<file path="src/rtl/nand3_switch_cell_if.sv">
// nand3_switch_cell_if: stimulus and observation bundle for the NAND3 switch-level cell.
interface nand3_switch_cell_if #(parameter int CNT_W = 16);
   logic             en;
   logic             a;
   logic             b;
   logic             c;
   logic [5:0]       fault_open;
   logic [5:0]       fault_short;
   logic             cnt_clr;
   logic             y;
   logic             pu_on;
   logic             pd_on;
   logic             contention;
   logic             floating;
   logic [CNT_W-1:0] toggle_cnt;
   modport master (
      output en, a, b, c, fault_open, fault_short, cnt_clr,
      input  y, pu_on, pd_on, contention, floating, toggle_cnt
   );
   modport slave (
      input  en, a, b, c, fault_open, fault_short, cnt_clr,
      output y, pu_on, pd_on, contention, floating, toggle_cnt
   );
endinterface

</file>
<file path="src/rtl/nand3_switch_cell.sv">
// nand3_switch_cell: clocked switch-level CMOS NAND3 with fault injection,
// contention/floating detection and a saturating output toggle counter.
module nand3_switch_cell #(
   parameter int   CNT_W = 16,
   parameter logic Y_RST = 1'b1
) (
   input logic                clk,
   input logic                rst_n,
   nand3_switch_cell_if.slave bus
);
   logic [5:0]       gate;
   logic [5:0]       on;
   logic             pu;
   logic             pd;
   logic             y_new;
   logic             y_d, y_q;
   logic             pu_d, pu_q;
   logic             pd_d, pd_q;
   logic             cont_d, cont_q;
   logic             float_d, float_q;
   logic [CNT_W-1:0] cnt_d, cnt_q;
   always_comb begin
      // bits 0..2 are the series NMOS stack, 3..5 the parallel PMOS devices
      gate    = {bus.c, bus.b, bus.a, bus.a, bus.b, bus.c};
      on      = '0;
      on[2:0] = bus.fault_short[2:0] | (gate[2:0] & ~bus.fault_open[2:0]);
      on[5:3] = bus.fault_short[5:3] | (~gate[5:3] & ~bus.fault_open[5:3]);
      pd      = &on[2:0];
      pu      = |on[5:3];
      // NMOS wins a fight; with no path the output node keeps its charge
      y_new   = pd ? 1'b0 : pu ? 1'b1 : y_q;
      y_d     = bus.en ? y_new : y_q;
      pu_d    = bus.en ? pu : pu_q;
      pd_d    = bus.en ? pd : pd_q;
      cont_d  = bus.en ? (pu & pd) : cont_q;
      float_d = bus.en ? ~(pu | pd) : float_q;
      cnt_d   = bus.cnt_clr ? '0 :
                (bus.en && (y_new != y_q) && (cnt_q != '1)) ? cnt_q + {{(CNT_W-1){1'b0}}, 1'b1} :
                cnt_q;
   end
   always_ff @(posedge clk or negedge rst_n) begin
      if (!rst_n) begin
         y_q     <= Y_RST;
         pu_q    <= 1'b0;
         pd_q    <= 1'b0;
         cont_q  <= 1'b0;
         float_q <= 1'b0;
         cnt_q   <= '0;
      end else begin
         y_q     <= y_d;
         pu_q    <= pu_d;
         pd_q    <= pd_d;
         cont_q  <= cont_d;
         float_q <= float_d;
         cnt_q   <= cnt_d;
      end
   end
   assign bus.y          = y_q;
   assign bus.pu_on      = pu_q;
   assign bus.pd_on      = pd_q;
   assign bus.contention = cont_q;
   assign bus.floating   = float_q;
   assign bus.toggle_cnt = cnt_q;
endmodule

</file>
<file path="src/flat_wrapper.sv">
// flat-port wrapper written by rule: the top's interface ports become plain ports
module nand3_switch_cell_flat 
#(
   parameter int   CNT_W = 16,
   parameter logic Y_RST = 1'b1
)
  (clk, rst_n, bus_en, bus_a, bus_b, bus_c, bus_fault_open, bus_fault_short, bus_cnt_clr, bus_y, bus_pu_on, bus_pd_on, bus_contention, bus_floating, bus_toggle_cnt);
  nand3_switch_cell_if #(.CNT_W(CNT_W)) bus_i ();
  input logic clk;
  input logic rst_n;
  input wire logic [$bits(bus_i.en)-1:0] bus_en;
  input wire logic [$bits(bus_i.a)-1:0] bus_a;
  input wire logic [$bits(bus_i.b)-1:0] bus_b;
  input wire logic [$bits(bus_i.c)-1:0] bus_c;
  input wire logic [$bits(bus_i.fault_open)-1:0] bus_fault_open;
  input wire logic [$bits(bus_i.fault_short)-1:0] bus_fault_short;
  input wire logic [$bits(bus_i.cnt_clr)-1:0] bus_cnt_clr;
  output wire logic [$bits(bus_i.y)-1:0] bus_y;
  output wire logic [$bits(bus_i.pu_on)-1:0] bus_pu_on;
  output wire logic [$bits(bus_i.pd_on)-1:0] bus_pd_on;
  output wire logic [$bits(bus_i.contention)-1:0] bus_contention;
  output wire logic [$bits(bus_i.floating)-1:0] bus_floating;
  output wire logic [$bits(bus_i.toggle_cnt)-1:0] bus_toggle_cnt;
  assign bus_i.en = bus_en;
  assign bus_i.a = bus_a;
  assign bus_i.b = bus_b;
  assign bus_i.c = bus_c;
  assign bus_i.fault_open = bus_fault_open;
  assign bus_i.fault_short = bus_fault_short;
  assign bus_i.cnt_clr = bus_cnt_clr;
  assign bus_y = bus_i.y;
  assign bus_pu_on = bus_i.pu_on;
  assign bus_pd_on = bus_i.pd_on;
  assign bus_contention = bus_i.contention;
  assign bus_floating = bus_i.floating;
  assign bus_toggle_cnt = bus_i.toggle_cnt;
  nand3_switch_cell #(.CNT_W(CNT_W), .Y_RST(Y_RST)) u_core (.clk(clk), .rst_n(rst_n), .bus(bus_i));
endmodule
</file>
<file path="config.mk">
export PLATFORM = sky130hd
export DESIGN_NAME = nand3_switch_cell_flat
export DESIGN_NICKNAME = d
export VERILOG_FILES = /design/src/rtl/nand3_switch_cell_if.sv /design/src/rtl/nand3_switch_cell.sv /design/src/flat_wrapper.sv
export SDC_FILE = /design/constraint.sdc
export NUM_CORES = 1
export LEC_CHECK = 0
export CORE_MARGIN = 4
export CORE_UTILIZATION = 27
export DETAILED_ROUTE_END_ITERATION = 6
export HOLD_SLACK_MARGIN = 0.1
export MAX_ROUTING_LAYER = met4
export SLEW_MARGIN = 30
export SYNTH_ARGS = -nofsm -noshare
export SYNTH_HDL_FRONTEND = slang
export SYNTH_SLANG_ARGS = --single-unit
</file>
<file path="constraint.sdc">
create_clock -name clk -period 2.7 [get_ports clk]
set_input_delay 0.54 -clock clk [delete_from_list [all_inputs] [get_ports clk]]
set_output_delay 0.54 -clock clk [all_outputs]
set_load 0.01 [all_outputs]
</file>
# After elaboration in Yosys (flattened, before gate mapping)
# Index checks and enable logic that the tools add are counted.
# op_classes
add_sub_neg	1
eq_ne	2
mux	4
bitwise	10
reduce_logical	5
# ops
operator	n
$mux W16	2
$add A16 B1 Y16 const B	1
$ne A16 B16 Y1 const B	1
$not A3 Y3	3
$and A3 B3 Y3	2
$or A3 B3 Y3	2
$reduce_and A3 Y1	1
$reduce_or A3 Y1	1
$logic_and A1 B1 Y1	2
$mux W1	2
$reduce_bool A2 Y1	1
$and A1 B1 Y1	1
$ne A1 B1 Y1	1
$not A1 Y1	1
$or A1 B1 Y1	1
# totals
ff_bits	21
inputBits	19
out_inout_bits	21

# Logic depth before layout (Yosys ltp)
# Gate-level depths: netlist of run 1.
# depth
depth_word	11
depth_mapped	8

# Worst setup path before layout of run 1
# No wires, ideal clock.
# synth_path
kind	input to register
start	input port bus_fault_open[0]
end	register u_core.cnt_q[1] (netlist: u_core.bus.toggle_cnt[1])
setup_ps	132
t_arrival_ps	2068
setup_slack_ps	500
path_stages	8
path_cell_list	nand2b_1 a222oi_1 nor3_1 o21ai_2 buf_6 buf_6 mux2i_1 nor2_1
# synth_via
elab_chain_cells	9
# synth_rtl
element	line_no	rtl
start: declaration	flat_wrapper.sv:15	input wire logic [$bits(bus_i.fault_open)-1:0] bus_fault_open;
$not A3 Y3	nand3_switch_cell.sv:26	on[2:0] = bus.fault_short[2:0] | (gate[2:0] & ~bus.fault_open[2:0]);
$and A3 B3 Y3	nand3_switch_cell.sv:26	
$or A3 B3 Y3	nand3_switch_cell.sv:26	
$reduce_and A3 Y1	nand3_switch_cell.sv:28	pd = &on[2:0];
$mux W1	nand3_switch_cell.sv:31	y_new = pd ? 1'b0 : pu ? 1'b1 : y_q;
$ne A1 B1 Y1	nand3_switch_cell.sv:38	(bus.en && (y_new != y_q) && (cnt_q != '1)) ? cnt_q + {{(CNT_W-1){1'b0}}, 1'b1} :
$logic_and A1 B1 Y1 (2 in a row)	nand3_switch_cell.sv:38	
$reduce_bool A2 Y1 (no source line)	n/a	
end signal: assignment	nand3_switch_cell.sv:55	cnt_q <= cnt_d;
end: declaration	nand3_switch_cell.sv:21	logic [CNT_W-1:0] cnt_d, cnt_q;
# Every way passes these cells.
# A chain may end at the register's enable or synchronous reset.

# Worst setup path in the final report of run 1
# layout_path
start	input port bus_c
end	register u_core.cnt_q[11] (netlist: u_core.bus.toggle_cnt[11])
# layout_via
elab_chain_cells	10
# layout_rtl
element	line_no	rtl
start: declaration	flat_wrapper.sv:14	input wire logic [$bits(bus_i.c)-1:0] bus_c;
$not A3 Y3	nand3_switch_cell.sv:27	on[5:3] = bus.fault_short[5:3] | (~gate[5:3] & ~bus.fault_open[5:3]);
$and A3 B3 Y3	nand3_switch_cell.sv:27	
$or A3 B3 Y3	nand3_switch_cell.sv:27	
$reduce_or A3 Y1	nand3_switch_cell.sv:29	pu = |on[5:3];
$mux W1	nand3_switch_cell.sv:31	
$mux W1 *	nand3_switch_cell.sv:31	
$ne A1 B1 Y1 *	nand3_switch_cell.sv:38	
$logic_and A1 B1 Y1 * (2 in a row)	nand3_switch_cell.sv:38	
$reduce_bool A2 Y1 (no source line) *	n/a	
# Mark *: on every way between the ends. The rest lies on a longest branch, timed or not.

==> key figures, run 1 <==
Status
  – Outcome: finished, final reports clean

Finish
  – Area delta synth->final: 45.87%
  – Post-route insts no fill: 219
  – ANT cells: 0
  – Share of layout cells above drive strength 1: 0.09467
  – # nets final: 190

Die
  – Top Ports: 40
  – Num rows: 23
  – Die ar.: ~0.0053 mm²
  – Initial Utilization: 0.2823
  – Die X: 72.90 µm
  – Chip height: 72.90 µm
  – CORE AREA: 0.004029 mm²

Clock tree
  – Root Buffer Master: clkbuf_8
  – Post-CTS Setup Bufs: 0
  – Total CTS buffers: 3
  – Worst-skew pair later-pin latency: 0.25 ns
  – CTS max path bufs: 2
  – Clk sinks: 21
  – CTS tree: built
  – Clock Pin Slew Worst Setup and Hold Paths: 0.07 ns
  – Cts hold-fix bufs: 0
  – H-tree Lvls: 1
  – Post_cts resized: 0

Synthesis
  – Most instantiated cells after synthesis: 20 x dfrtp_1, 16 x a21oi_1, 9 x or3_1
  – Cell area after synthesis: 0.001137 mm²
  – Register bit total from synthesis: 21
  – Synthesized area per cell: 9.099 µm²
  – Synth area leaders: dfrtp_1 44%, a21oi_1 7.0%, or3_1 5.0%, o21ai_1 3.5%, nand3_1 2.6%
  – Count leader, synth: dfrtp_1
  – Synth top area share: 0.4400
  – Number of synthesized flops with an enable pin: 0
  – Sequential area share after synthesis: 0.4631
  – Post-Syn Nets: 145
  – Synth warn: 0
  – Library cells used by synthesis: 36
  – Mapped Cells: between 100 and 150
  – Async SR Flop Fraction: 1.000
  – Dominant synthesized flop cell: dfrtp_1
  – Synth area leader: dfrtp_1

Placed design
  – Port-buffer cells: 39
  – DPL Wire Length: 2141 µm
  – Placed insts: 215
  – Final GP Congestion: approximately 0.76

GRT
  – Overall routing resource usage: 0.1130
  – First-pass GRT wire length: 4747 µm
  – Overflow after GRT: 0
  – Vias in the first global route: ~1100
  – Largest net degree at the start of global routing: 27
  – Antenna violations before repair: 0

Routing
  – DRC viols: 0
  – Antenna violation net count after detailed routing: 0
  – Wire per inst: 13.10 µm
  – Post-Route WL: 2868 µm
  – Vias per inst: 4.890
  – Drt pass-1 iters: 4
  – DR vias: 1071
  – Drt first-iter violations: 52

STA
  – Fin. max-slew vios: 0
  – Highest Clock Rate: 409.2 MHz
  – Slew headroom: 0.7191
  – Min Tclk post-route: 2.444 ns
  – Final hold violation count: 0
  – RSZ-0062 raised after global routing: false
  – Final Skew: 0.002089 ns
  – Setup violators final: 0
  – Fin Hold WS: 0.5282 ns
  – Slew @ Worst Pin: around 0.42 ns
  – Final Cycle Share: 0.9052
  – TNS Setup: 0 ns

Worst setup path
  – Req. time, crit path: 2.88 ns
  – CP Class: input port to register
  – R2R cell count: 7
  – Worst Setup End Kind: register
  – Crit Path Max Fanout: 26
  – Worst r2r src: u_core.bus.toggle_cnt[0]
  – Flop2flop setup slack: 0.53 ns
  – CP arrival: 2.62 ns
  – CP startpoint kind: input port
  – Reg2reg end: u_core.bus.toggle_cnt[11]

Power
  – Power Total: 640.3 µW
  – Leakage Power: 0.0006264 µW
  – Pwr/cell area: 386.0 mW/mm²
  – Worst-case vdd ir drop: 0.2007 mV

Min path
  – Worst hold path class: register to register
  – HP Start: u_core.bus.pd_on
  – Hold EP: u_core.bus.pd_on
  – Worst hold stages: 1

Job
  – MaxCap Viol Count: 0
worst max-delay path by stage:
stage	from	endpoint	cells past startpoint
4_1_cts	bus_c	u_core.bus.toggle_cnt[11]	8
2_1_floorplan	bus_fault_open[0]	u_core.bus.toggle_cnt[1]	8
3_5_place_dp	bus_c	u_core.bus.toggle_cnt[11]	8
6_report	bus_c	u_core.bus.toggle_cnt[11]	8
5_1_grt	bus_c	u_core.bus.toggle_cnt[11]	8
3_3_place_gp	bus_c	u_core.bus.toggle_cnt[14]	8
layer usage:
metal | wire length [µm] | up-vias | GRT usage
met5 | 0 | - | -
li1 | - | 544 | -
met3 | 64 | 2 | 0.008264
met4 | 22 | 0 | 0.02869
met1 | 1291 | 505 | 0.1385
met2 | 1489 | 20 | 0.2004
sequential cells by signal, indices dropped and copies added (netlist names):
register	flops
u_core.bus.toggle_cnt	16
u_core.bus.contention	1
u_core.bus.floating	1
u_core.bus.pd_on	1
u_core.bus.pu_on	1
u_core.bus.y	1
power by group:
| group | total, µW | switching, µW | internal [µW] |
|---|---|---|---|
| registers | 331 | 7.87 | 324 |
| clock network | 200 | 95.6 | 105 |
| logic | 108 | 47.3 | 61.1 |
| total | 640 | 151 | 490 |
critical path: stages:
cell	delay (ns)
clkdlybuf4s50_1	0.48
nand2b_1	0.06
a222oi_1	0.45
and2_1	0.23
o21ai_2	0.08
buf_12	0.17
or4_1	0.46
a21oi_1	0.16
metrics by stage:
stage	worst slack [ns]	cell area [µm²]	util
floorplan	0.4999	1137	-
global placement	0.04492	1614	0.4006
detailed placement	0.01029	1614	0.4006
CTS	0.2655	1659	0.4118
global route	0.1152	1659	0.4118
finish	0.2560	1659	0.4118
cells by family after synthesis:
group                    Yosys count  share of synthesized area
flip-flops                        21                     0.4632
multiplexers                       2                    0.01870
adder cells (fa/ha/maj)            1                    0.01100
XOR/XNOR                           1                   0.007702
buffers and inverters             13                    0.05610
AND/OR/NAND/NOR                   49                     0.2409
AO/OA/AOI/OAI                     38                     0.2024
cells in the final DEF (no fill, tap or decap), types with 4 or more instances in the layout:
| cell type | instances |
|---|---|
| nand2_1 | 4 |
| a21oi_1 | 16 |
| or3_1 | 9 |
| nand2b_1 | 4 |
| inv_1 | 8 |
| o21ai_1 | 8 |
| or4_1 | 4 |
| nand3_1 | 6 |
| clkdlybuf4s50_1 | 39 |
| dfrtp_1 | 20 |
| nor2_1 | 8 |
| buf_4 | 5 |
| o31ai_1 | 4 |
cell type report:
type	instances	area, µm²
Fill cell	410	2370
Multi-Input combinational cell	91	546.8
Sequential cell	21	526.8
Timing Repair Buffer	45	447.9
Tap cell	50	62.56
Clock buffer	4	45.04
Inverter	8	30.03
No activity file was read; power rests on OpenSTA's default activity.
==> inputs of run 2 (changes only) <==
CTS_CLUSTER_SIZE = 40   (was default)
==> results of run 2 <==
The final DEF is identical to that of run 1; final timing and power are the same.
